==> src/rtl/rv32i_types.sv <==
// Shared RV32I pipeline types: branch-predictor counter and FSM encodings.
package rv32i_types;

    typedef enum logic [1:0] {
        SNT = 2'b00,
        WNT = 2'b01,
        WT  = 2'b10,
        ST  = 2'b11
    } bp_ctr_t;

    typedef enum logic {
        BP_INIT  = 1'b0,
        BP_READY = 1'b1
    } bp_state_t;

    localparam bp_ctr_t BP_CTR_RESET = WNT;

endpackage

==> src/rtl/bp_sat_ctr.sv <==
// Two-bit saturating counter next-state: taken counts up, not-taken counts down.
module bp_sat_ctr
    import rv32i_types::*;
(
    input  bp_ctr_t ctr_i,
    input  logic    taken_i,
    output bp_ctr_t ctr_c_o
);

    always_comb begin
        ctr_c_o = ctr_i;
        case (ctr_i)
            SNT:     ctr_c_o = taken_i ? WNT : SNT;
            WNT:     ctr_c_o = taken_i ? WT  : SNT;
            WT:      ctr_c_o = taken_i ? ST  : WNT;
            ST:      ctr_c_o = taken_i ? ST  : WT;
            default: ctr_c_o = ctr_i;
        endcase
    end

endmodule

==> src/rtl/bp_gshare.sv <==
// Gshare direction predictor: PC xor global history indexes a table of 2-bit counters;
// the table is swept to WNT after reset before requests are accepted.
module bp_gshare
    import rv32i_types::*;
#(
    parameter int unsigned IDX_BITS = 6,
    parameter int unsigned GHR_BITS = 6
) (
    input  logic                clk,
    input  logic                rst,
    input  logic                pred_valid,
    input  logic [31:0]         pred_pc,
    output logic                pred_ready,
    output logic                pred_resp_valid,
    output logic                pred_taken,
    output logic [GHR_BITS-1:0] pred_ghr,
    input  logic                upd_valid,
    input  logic [31:0]         upd_pc,
    input  logic [GHR_BITS-1:0] upd_ghr,
    input  logic                upd_taken,
    input  logic                upd_mispredict
);

    localparam int unsigned ENTRIES = 1 << IDX_BITS;

    bp_state_t             state_q, state_d;
    logic [IDX_BITS-1:0]   ptr_q, ptr_d;
    logic [GHR_BITS-1:0]   ghr_q, ghr_d;
    logic                  ready_q;
    logic                  resp_valid_q;
    logic                  taken_q;
    logic [GHR_BITS-1:0]   pghr_q;
    bp_ctr_t               table_q [ENTRIES];

    logic                  init_we_c;
    logic                  pred_acc_c;
    logic                  upd_en_c;
    logic [IDX_BITS-1:0]   pred_idx_c;
    logic [IDX_BITS-1:0]   upd_idx_c;
    bp_ctr_t               pred_ctr_c;
    bp_ctr_t               upd_ctr_c;
    logic                  unused_pc_bits_c;

    assign pred_idx_c = pred_pc[IDX_BITS+1:2] ^ IDX_BITS'(ghr_q);
    assign upd_idx_c  = upd_pc[IDX_BITS+1:2] ^ IDX_BITS'(upd_ghr);
    assign pred_ctr_c = table_q[pred_idx_c];
    assign pred_acc_c = pred_valid & (state_q == BP_READY);
    assign upd_en_c   = upd_valid & (state_q == BP_READY);

    assign unused_pc_bits_c = ^{pred_pc[31:IDX_BITS+2], pred_pc[1:0],
                                upd_pc[31:IDX_BITS+2], upd_pc[1:0]};

    bp_sat_ctr u_sat_ctr (
        .ctr_i   (table_q[upd_idx_c]),
        .taken_i (upd_taken),
        .ctr_c_o (upd_ctr_c)
    );

    // Init sweep: one table entry per cycle, then park in READY until reset.
    always_comb begin
        state_d   = state_q;
        ptr_d     = ptr_q;
        init_we_c = 1'b0;
        case (state_q)
            BP_INIT: begin
                init_we_c = 1'b1;
                ptr_d     = ptr_q + IDX_BITS'(1);
                if (ptr_q == IDX_BITS'(ENTRIES - 1)) begin
                    state_d = BP_READY;
                end
            end
            BP_READY: begin
                state_d = BP_READY;
            end
            default: state_d = BP_INIT;
        endcase
    end

    // Mispredict repair overrides the speculative shift of the current prediction.
    always_comb begin
        ghr_d = ghr_q;
        if (upd_en_c && upd_mispredict) begin
            ghr_d = GHR_BITS'({upd_ghr, upd_taken});
        end else if (pred_acc_c) begin
            ghr_d = GHR_BITS'({ghr_q, pred_ctr_c[1]});
        end
    end

    always_ff @(posedge clk or posedge rst) begin
        if (rst) begin
            state_q      <= BP_INIT;
            ptr_q        <= '0;
            ghr_q        <= '0;
            ready_q      <= 1'b0;
            resp_valid_q <= 1'b0;
            taken_q      <= 1'b0;
            pghr_q       <= '0;
        end else begin
            state_q      <= state_d;
            ptr_q        <= ptr_d;
            ghr_q        <= ghr_d;
            ready_q      <= (state_d == BP_READY);
            resp_valid_q <= pred_acc_c;
            if (pred_acc_c) begin
                taken_q <= pred_ctr_c[1];
                pghr_q  <= ghr_q;
            end
        end
    end

    // Table is fully rewritten by the init sweep, so it carries no reset.
    always_ff @(posedge clk) begin
        if (init_we_c) begin
            table_q[ptr_q] <= BP_CTR_RESET;
        end else if (upd_en_c) begin
            table_q[upd_idx_c] <= upd_ctr_c;
        end
    end

    assign pred_ready      = ready_q;
    assign pred_resp_valid = resp_valid_q;
    assign pred_taken      = taken_q;
    assign pred_ghr        = pghr_q;

endmodule

==> config.mk <==
export PLATFORM = sky130hd
export DESIGN_NAME = bp_gshare
export DESIGN_NICKNAME = d
export VERILOG_FILES = /design/src/rtl/rv32i_types.sv /design/src/rtl/bp_sat_ctr.sv /design/src/rtl/bp_gshare.sv
export SDC_FILE = /design/constraint.sdc
export NUM_CORES = 1
export LEC_CHECK = 0
export BUFFER_PORTS_ARGS = -buffer_cell sky130_fd_sc_hd__buf_2
export CORE_ASPECT_RATIO = 1.25
export CORE_MARGIN = 5
export CORE_UTILIZATION = 63
export DETAILED_ROUTE_END_ITERATION = 8
export PLACE_DENSITY = 0.86
export RECOVER_POWER = 100
export SYNTH_ARGS = -nofsm -noshare
export SYNTH_HDL_FRONTEND = slang
export SYNTH_SLANG_ARGS = --single-unit
==> constraint.sdc <==
create_clock -name clk -period 6.4 [get_ports clk]
set_input_delay 0.32 -clock clk [delete_from_list [all_inputs] [get_ports clk]]
set_output_delay 0.32 -clock clk [all_outputs]
set_load 0.005 [all_outputs]
==> results.yml, run 1 <==
worst_setup_path:
  crit_start: "upd_ghr[1]"
  cp_max_fo: 64
  crit_path_start_kind: "input port"
  path_common_cell: "a21oi_1"
  crit_arrival_ps: 4900
  endpoint_kind: "flip-flop"
  worstReg2RegStart: "table_q[34][0]$_DFFE_PP_"
  worst_ep_required_time_ps: 6450
  path_class: "in -> reg"
  crit_buf_inv: 3
  critPathTopFamily: "buffers and inverters"
  critPathSlowestCell: "clkbuf_2"
  critPathMaxStageDelay_ps: 900
  crit_chain: "buf_2, xor2_4, clkbuf_1, mux4_2, a22oi_1, a21oi_1, nor3b_1, or2_0, a21oi_1, o21ai_4, clkbuf_2"
sta:
  slew_violations: 0
  skew_ps: 6.54
  fin_tns_setup_ps: 0
  hold_viol_final: 0
  finalCritPeriodShare_pct: 75.8
  setup_ws_ps: 1550
  worst_pin_slew_ps: 1430
  rsz0062_at_grt: "no"
  min_period_ps: 4850
  finalSetupViolCount: 0
  slew_headroom_pct: 4.78
  max_freq_mhz: 206
place:
  gp_congestion: 0.839
  place_inst: 595
  dp_hpwl_um: 10400
  port_buffers: 32
  dp_slack_ps: 2300
clock_network:
  cts_tree: "built"
  clkSinkCount: 149
  holdBufCountCts: 0
  cts_buffers: 17
  cts_setup_buffers: 0
  cts_buffer_depth: 2
  clkTransAtPathRegs_ps: 60
  cts_htree_levels: 4
  cts_root_buf: "clkbuf_16"
  insertion_delay_ps: 420
  cts_resized: 0
final_layout:
  area_growth_pct: 12.7
  drive_gt1_share_pct: 20.6
  final_util_pct: 73.2
  diodes: 0
  stdcell_count: 627
  layout_commonest_cell: "edfxtp_1"
  fillers: 612
  final_cell_mix: "edfxtp_1, nor2_1, mux4_2"
  layout.nets: 559
floorplan:
  core_mm2: 0.0107
  dieWidth_um: 104
  initial_core_util_pct: 65.0
  rows: 42
  die_h_um: 127
  die_area_mm2: 0.0132
  pin_count: 85
synth:
  ys_warn_count: 0
  yosysSeqAreaShare_pct: 63.0
  synth_area_mm2: 0.00694
  synth_cell_types: 42
  syn_avg_cell_area_um2: 15.7
  synth_cells: 442
  ys_ff_latch: 149
  synth_nets: 519
global_route:
  grt_pass1_vias: 4691
  grt_usage_pct: 27.2
  grt_pass1_wl_um: 26700
  grt-ovfl-total: 0
  grt_max_degree: 65
  antenna_found_initial: 0
run_status:
  status: "finished, final reports clean"
pwr:
  p_leak_nw: 2.34
  powerDensity_mw_per_mm2: 277
  clockPowerShare_pct: 46.1
  p_int_mw: 1.70
  p_comb_share_pct: 5.8
  vdd_drop_max_v: 0.000167
  p_sw_share_pct: 21.5
  p_seq_share_pct: 48.1
  p_sw_uw: 465
detailed_routing:
  vias: 4556
  wl_per_cell_um: 27.9
  drt_pass1_iterations: 5
  antenna_left: 0
  vias_per_cell: 7.27
  routed_wirelength_um: 17500
  drt_iter0_markers: 649
  drc: 0
flow_run:
  max-cap-violations: 0
hold_path:
  hp-class: "in -> async"
routing by layer:
layer / track usage, % / wire length (µm) / up-vias
li1: - / - / 1822
met1: 32.1 / 5740 / 2256
met2: 45.0 / 8710 / 395
met3: 7.42 / 1980 / 83
met4: 16.4 / 1090 / 0
met5: 0 / 0 / -
synth_stat cells, drive strengths merged:
cell	n	area share (%)
o21ai	12	0.92
a22oi	16	1.7
nand2b	2	0.18
ha	1	0.18
and3	7	0.63
nor2b	4	0.36
mux2i	7	1.0
nand3	6	0.43
o31a	3	0.38
nor3	3	0.22
xnor2	13	1.8
mux2	2	0.32
a21oi	19	1.4
clkbuf	8	0.49
nor3b	1	0.11
mux4	50	17
nand2	26	1.4
nand4b	1	0.13
o21a	3	0.32
buf	9	0.99
or2	1	0.090
and2	3	0.27
xor2	6	1.1
edfxtp	128	55
nor2	73	4.0
inv	3	0.16
o31ai	3	0.32
a21o	6	0.65
nand3b	3	0.32
dfrtp	21	7.6
a31o	1	0.13
or3	1	0.090
path summary, 6_finish.rpt:
path / endpoint / slack, ps / cells after the start
max: table_q[0][0]$_DFFE_PP_ / 1550 / 11
min: ptr_q[4]$_DFFE_PP0N_ / 40 / 2
max reg2reg: table_q[0][0]$_DFFE_PP_ / 2950 / 8
min reg2reg: pred_ghr[4]$_DFFE_PP0P_ / 480 / 1
max in group asynchronous: ghr_q[5]$_DFFE_PP0P_ / 5870 / 2
min in group clk: ghr_q[4]$_DFFE_PP0P_ / 140 / 3
power groups by stage:
stage / sequential, mW / clock (mW) / combinational (mW)
after floorplan: 1.06 / 0 / 0.0861
after global placement: 1.06 / 0 / 0.120
after detailed placement: 1.06 / 0 / 0.121
after CTS: 1.04 / 1.00 / 0.125
after global routing: 1.04 / 1.05 / 0.133
final: 1.04 / 0.998 / 0.126
logic make-up (layout without fill, tap and decap cells):
family          count (synthesis)  in the layout  share of synthesized area [%]
compound gates                 63             63                           5.83
xor+xnor                       19             19                           2.89
fa+ha+maj                       1              1                          0.180
buf+inv                        20             73                           1.64
flops                         149            149                           63.0
mux                            59             59                           18.3
simple gates                  131            131                           8.19
metrics by stage:
step	cell area (µm²)	power [mW]	hold WS [ps]
3_3_place_gp	7240	1.18	456
5_1_grt	7810	2.22	117
6_report	7810	2.17	37.4
4_1_cts	7840	2.17	63.5
2_1_floorplan	6940	1.15	297
3_5_place_dp	7240	1.18	464
layout make-up:
| class | count | area [µm²] | area share, % |
|---|---|---|---|
| Clock inverter | 12 | 155 | 1.99 |
| Sequential cell | 149 | 4370 | 55.9 |
| Timing Repair Buffer | 38 | 183 | 2.34 |
| Inverter | 3 | 11.3 | 0.144 |
| Clock buffer | 20 | 437 | 5.59 |
| Tap cell | 132 | 165 | 2.11 |
| Multi-Input combinational cell | 273 | 2490 | 31.9 |
registers in the layout (all words and copies together), names as in the netlist:
| name | flops |
|---|---|
| ptr_q | 6 |
| ghr_q | 6 |
| pred_resp_valid | 1 |
| pred_taken | 1 |
| pred_ready | 1 |
| pred_ghr | 6 |
| table_q | 128 |
worst reg2reg max path: cells and delay by family, from the launching register on:
family                 cells  cell delay, ps
AND/OR/NAND/NOR            2             580
flip-flops                 1             410
buffers and inverters      1             900
multiplexers               1             530
AO/OA/AOI/OAI              4             630
Note: power is estimated with default switching activity, not from simulation.
==> run 2, diff against run 1 <==
--- a/config.mk
+++ b/config.mk
@@ -5,12 +5,13 @@
 export SDC_FILE = /design/constraint.sdc
 export NUM_CORES = 1
 export LEC_CHECK = 0
+export ABC_AREA = 1
 export BUFFER_PORTS_ARGS = -buffer_cell sky130_fd_sc_hd__buf_2
 export CORE_ASPECT_RATIO = 1.25
 export CORE_MARGIN = 5
-export CORE_UTILIZATION = 63
+export CORE_UTILIZATION = 53
 export DETAILED_ROUTE_END_ITERATION = 8
-export PLACE_DENSITY = 0.86
+export PLACE_DENSITY = 0.76
 export RECOVER_POWER = 100
 export SYNTH_ARGS = -nofsm -noshare
 export SYNTH_HDL_FRONTEND = slang
==> constraint.sdc (replaced) <==
create_clock -name clk -period 3.91 [get_ports clk]
set_input_delay 0.1955 -clock clk [delete_from_list [all_inputs] [get_ports clk]]
set_output_delay 0.1955 -clock clk [all_outputs]
set_load 0.005 [all_outputs]
==> results.yml, run 2 <==
run_status:
  status: "finished, final reports clean"
synth:
  synth_cell_types: 33
  yosys-top-cells-area: "edfxtp_1, nand3_1, nand2_1, dfrtp_1, o211ai_1"
  syn_avg_cell_area_um2: 9.47
  ys_ff_latch: 149
  ys_warn_count: 0
  postSynth.asyncResetShare_pct: 14.1
  synth_nets: 855
  yosysSeqAreaShare_pct: 59.3
  synth_cells: 778
  yosys_most_used_dff: "edfxtp_1"
  synth_common_cells: "nand2_1, nand3_1, edfxtp_1"
  yosys.area.top_type_share_pct: 52.2
  yosysTopAreaCell: "edfxtp_1"
  synth_area_mm2: 0.00737
  synth_edf_count: 128
  synth_most_common_cell: "nand2_1"
sta:
  fin_tns_setup_ps: 0
  min_period_ps: 3020
  hold_viol_final: 0
  finalSetupViolCount: 0
  worst_pin_slew_ps: 1230
  finalCritPeriodShare_pct: 77.1
  slew_headroom_pct: 17.9
  slew_violations: 0
  skew_ps: 10.1
  whs_ps: 55.0
  rsz0062_at_grt: "no"
  max_freq_mhz: 332
worst_setup_path:
  cp_max_fo: 14
  worst_ep_required_time_ps: 4020
  critPathSlowestCell: "o21ai_0"
  crit_buf_inv: 1
  endpoint_kind: "flip-flop"
  path_common_cell: "nor2_1"
  crit_chain: "nand2_1, o21ai_0, inv_1, nor2_1, nand3_1, nor2_1"
  path_class: "reg -> reg"
  critPathTopFamily: "simple AND/OR/NAND/NOR gates"
  critPathMaxStageDelay_ps: 590
  crit_arrival_ps: 3130
  crit_path_start_kind: "flip-flop"
floorplan:
  rows: 48
  die_area_mm2: 0.0164
  pin_count: 85
  core_mm2: 0.0138
  dieWidth_um: 115
  initial_core_util_pct: 53.6
  die_h_um: 142
pwr:
  clockPowerShare_pct: 44.4
  vdd_drop_max_v: 0.000323
  p_sw_uw: 960
  p_seq_share_pct: 46.3
  power_mw: 3.68
  p_leak_nw: 3.23
  p_sw_share_pct: 26.1
  powerDensity_mw_per_mm2: 443
  p_comb_share_pct: 9.4
  p_int_mw: 2.72
final_layout:
  top_register: "table_q"
  area_growth_pct: 12.9
  largest_reg_flops: 128
  layout.nets: 891
  layout_commonest_cell: "nand2_1"
  final_cell_mix: "nand2_1, nand3_1, edfxtp_1"
  stdcell_count: 1002
  diodes: 0
  drive_gt1_share_pct: 10.9
place:
  dp_hpwl_um: 12900
  gp_congestion: 0.883
  port_buffers: 32
  place_inst: 969
global_route:
  grt_pass1_wl_um: 31400
  grt_pass1_vias: 6184
  grt_usage_pct: 25.3
  antenna_found_initial: 0
  grt_max_degree: 65
  grt-ovfl-total: 0
clock_network:
  cts_buffers: 17
  cts_setup_buffers: 0
  cts_root_buf: "clkbuf_16"
  clkSinkCount: 149
  cts_buffer_depth: 2
  holdBufCountCts: 1
  cts_resized: 0
  clkTransAtPathRegs_ps: 70
  cts_htree_levels: 4
  insertion_delay_ps: 430
  cts_tree: "built"
detailed_routing:
  vias_per_cell: 6.17
  antenna_left: 0
  wl_per_cell_um: 20.0
  drc: 0
  drt_iter0_markers: 795
  routed_wirelength_um: 20100
  vias: 6184
  drt_pass1_iterations: 6
flow_run:
  max-cap-violations: 0
hold_path:
  hp-class: "in -> reg"
-- run 2: changes by cell type after synthesis, sizes merged, moves of 16 or more --
cell    previous run  this run
nand2             26       219
nand3              6       163
inv                3        56
mux4              50         0
o211ai             0        38
buf                9        28
a21oi             19         1
a22oi             16         0
-- run 2: final timing paths --
kind                                            end  slack (ps)  depth (start not counted)                    start
max                        table_q[22][0]$_DFFE_PP_         890                          6     pred_ready$_DFF_PP0_
min                            ghr_q[5]$_DFFE_PP0P_          50                          3           upd_mispredict
max reg2reg                table_q[22][0]$_DFFE_PP_         890                          6     pred_ready$_DFF_PP0_
min reg2reg                 pred_ghr[5]$_DFFE_PP0P_         490                          2  pred_ghr[5]$_DFFE_PP0P_
max in group asynchronous      ghr_q[2]$_DFFE_PP0P_        2940                          3                      rst
min in group asynchronous      pred_ready$_DFF_PP0_         470                          3                      rst
-- run 2: power by group through the flow --
stage,sequential [mW],clock [mW],combinational (mW)
2_1_floorplan,1.74,0,0.227
3_3_place_gp,1.74,0,0.324
3_5_place_dp,1.74,0,0.333
4_1_cts,1.70,1.64,0.337
5_1_grt,1.70,1.72,0.373
6_report,1.70,1.63,0.345
-- run 2: tightest hold or removal path: cells and delay by family --
| family | cells | cell delay, ps |
|---|---|---|
| buffers and inverters | 1 | 90 |
| AND/OR/NAND/NOR | 2 | 170 |
-- run 2: stage by stage --
step / instance area (µm²) / setup WS [ps] / util [%]
floorplan: 7370 / 648 / -
global placement: 7740 / 1050 / 56.3
detailed placement: 7740 / 948 / 56.3
CTS: 8330 / 1300 / 60.6
global route: 8320 / 576 / 60.5
finish: 8320 / 894 / 60.5
-- run 2: area by class of cell --
class	instances	area [µm²]
clock inverters	15	159
multi-input cells	539	2610
flip-flops and latches	149	4370
fillers	1095	5440
well taps	175	219
inverters	59	221
repair buffers	48	317
clock buffers	17	425
-- run 2: per-layer routing --
layer	vias to the layer above	wire length (µm)	track usage, %
li1	2771	-	-
met1	2899	7170	29.9
met2	413	9780	41.6
met3	101	2150	6.57
met4	0	957	14.5
met5	-	0	0
-- run 2: cell families after synthesis --
logic type | Yosys count | synth area share (%)
XOR/XNOR | 17 | 2.63
buffers and inverters | 90 | 5.28
adder cells (fa/ha/maj) | 1 | 0.170
AO/OA/AOI/OAI | 59 | 5.67
AND/OR/NAND/NOR | 462 | 26.9
flip-flops | 149 | 59.3
==> run 3, diff against run 2 <==
--- a/config.mk
+++ b/config.mk
@@ -5,13 +5,13 @@
 export SDC_FILE = /design/constraint.sdc
 export NUM_CORES = 1
 export LEC_CHECK = 0
-export ABC_AREA = 1
+export ABC_AREA = 0
 export BUFFER_PORTS_ARGS = -buffer_cell sky130_fd_sc_hd__buf_2
 export CORE_ASPECT_RATIO = 1.25
 export CORE_MARGIN = 5
-export CORE_UTILIZATION = 53
+export CORE_UTILIZATION = 58
 export DETAILED_ROUTE_END_ITERATION = 8
-export PLACE_DENSITY = 0.76
+export PLACE_DENSITY = 0.8
 export RECOVER_POWER = 100
 export SYNTH_ARGS = -nofsm -noshare
 export SYNTH_HDL_FRONTEND = slang
==> constraint.sdc (replaced) <==
create_clock -name clk -period 3 [get_ports clk]
set_input_delay 0.15 -clock clk [delete_from_list [all_inputs] [get_ports clk]]
set_output_delay 0.15 -clock clk [all_outputs]
set_load 0.005 [all_outputs]
==> results.yml, run 3 (synthesis results as in run 1) <==
global_route:
  grt-ovfl-total: 0
  grt_max_degree: 37
  grt_pass1_wl_um: 26000
  antenna_found_initial: 0
  grt_usage_pct: 24.8
  grt_pass1_vias: 4654
detailed_routing:
  vias_per_cell: 6.62
  drt_pass1_iterations: 8
  drc: 0
  drt_iter0_markers: 484
  routed_wirelength_um: 16600
  antenna_left: 0
  wl_per_cell_um: 24.8
  vias: 4434
pwr:
  clockPowerShare_pct: 44.4
  p_comb_share_pct: 6.5
  p_int_mw: 3.49
  p_sw_share_pct: 22.7
  vdd_drop_max_v: 0.000458
  p_seq_share_pct: 49.1
  power_mw: 4.52
  powerDensity_mw_per_mm2: 563
  p_leak_nw: 2.44
  p_sw_mw: 1.03
sta:
  setup_ws_ps: 245
  skew_ps: 9.67
  finalSetupViolCount: 0
  hold_viol_final: 0
  rsz0062_at_grt: "no"
  slew_headroom_pct: 47.9
  fin_tns_setup_ps: 0
  max_freq_mhz: 363
  min_period_ps: 2750
  worst_pin_slew_ps: 781
  slew_violations: 0
  finalCritPeriodShare_pct: 91.8
floorplan:
  rows: 44
  die_h_um: 132
  pin_count: 85
  initial_core_util_pct: 59.4
  core_mm2: 0.0117
  dieWidth_um: 108
  die_area_mm2: 0.0143
worst_setup_path:
  endpoint_kind: "flip-flop"
  critPathTopFamily: "multiplexers"
  crit_chain: "xnor2_2, buf_4, clkbuf_1, mux4_1, mux2i_1, mux2i_1, nand3b_1, nand3_1, o21ai_1, o21ai_2"
  path_class: "reg -> reg"
  worstReg2RegStart: "ghr_q[0]$_DFFE_PP0P_"
  crit_arrival_ps: 3060
  critPathSlowestCell: "mux4_1"
  crit_start: "ghr_q[0]$_DFFE_PP0P_"
  r2r_cells: 10
  crit_cells: 10
  cp_max_fo: 13
  crit_path_start_kind: "flip-flop"
  critPathMaxStageDelay_ps: 650
  crit_buf_inv: 2
  r2r_end: "ghr_q[0]$_DFFE_PP0P_"
  r2r_setup_slack_ps: 250
  worst_ep_required_time_ps: 3300
  path_common_cell: "mux2i_1"
  critPathCapture: "ghr_q[0]$_DFFE_PP0P_"
clock_network:
  clkTransAtPathRegs_ps: 60
  insertion_delay_ps: 430
  cts_tree: "built"
  clkSinkCount: 149
  cts_htree_levels: 4
  cts_buffer_depth: 2
  cts_setup_buffers: 0
  cts_buffers: 17
  cts_root_buf: "clkbuf_16"
final_layout:
  stdcell_area_mm2: 0.00802
  largest_reg_flops: 128
  final_util_pct: 68.8
  layout_commonest_cell: "edfxtp_1"
  diodes: 0
  fillers: 754
  layout.nets: 573
  final_cell_mix: "edfxtp_1, nor2_1, mux4_2"
  top_register: "table_q"
  area_growth_pct: 15.7
  drive_gt1_share_pct: 22.8
run_status:
  status: "finished, final reports clean"
hold_path:
  hp-class: "in -> reg"
  hold-path-cell-count: 3
  min_from: "upd_taken"
place:
  gp_congestion: 0.843
  place_area_mm2: 0.00744
  dp_slack_ps: 137
  dp_hpwl_um: 10500
  port_buffers: 32
flow_run:
  max-cap-violations: 0
run 3: cell types whose count changed in the layout (fill, tap and decap cells not counted), moves of 7 or more:
cell,delta
a21oi_1,+17
a22oi_1,+16
and3_1,+7
clkbuf_1,+8
inv_1,-50
mux2i_1,+7
mux4_1,+13
mux4_2,+37
nand2_1,-190
nand3_1,-157
nor2_1,+7
o211ai_1,-38
run 3: cell type report:
type                    instances  area (µm²)  area share [%]
clock inverters                14         126            1.57
inverters                       3        11.3           0.140
repair buffers                 52         390            4.87
flip-flops and latches        149        4370            54.5
multi-input cells             273        2500            31.1
well taps                     161         201            2.51
clock buffers                  18         429            5.35
run 3: power by group through the flow:
stage | Combinational, mW | Sequential [mW] | Clock (mW)
5_1_grt | 0.316 | 2.22 | 2.10
3_3_place_gp | 0.279 | 2.26 | 0
3_5_place_dp | 0.284 | 2.26 | 0
6_report | 0.295 | 2.22 | 2.01
4_1_cts | 0.293 | 2.22 | 2.01
2_1_floorplan | 0.190 | 2.26 | 0
run 3: how the worst min path moves through the flow:
stage,slack (ps),endpoint
floorplan,130,ghr_q[0]$_DFFE_PP0P_
global placement,310,ptr_q[2]$_DFFE_PP0N_
detailed placement,320,ptr_q[0]$_DFFE_PP0N_
CTS,2,ghr_q[0]$_DFFE_PP0P_
global route,5,ghr_q[0]$_DFFE_PP0P_
finish,6,ghr_q[0]$_DFFE_PP0P_
run 3: repair_timing:
item,CTS,global route
hold endpoints to repair,24,0
gates resized for setup,0,2
hold buffers,4,0
endpoints found under the setup margin,0,36
run 3: metrics by stage:
step / hold slack (ps) / instances
after global placement: 313 / 634
after detailed placement: 325 / 634
final: 6.24 / 670
after CTS: 2.35 / 670
after global routing: 5.43 / 670
after floorplan: 127 / 442
run 3: layer usage:
metal | track usage [%] | share of wire (%) | vias to the layer above | wire length (µm)
met4 | 14.4 | 5.1 | 0 | 839
met5 | 0 | 0 | - | 0
met1 | 30.2 | 34 | 2193 | 5710
li1 | - | - | 1850 | -
met2 | 40.6 | 51 | 322 | 8500
met3 | 5.29 | 9.3 | 69 | 1550
run 3: worst register-to-register path, cell delays in order, from the launching register on:
cell and delay, ps:
dfrtp_1 420, xnor2_2 160, buf_4 310, clkbuf_1 330, mux4_1 650, mux2i_1 200
mux2i_1 140, nand3b_1 130, nand3_1 120, o21ai_1 120, o21ai_2 60
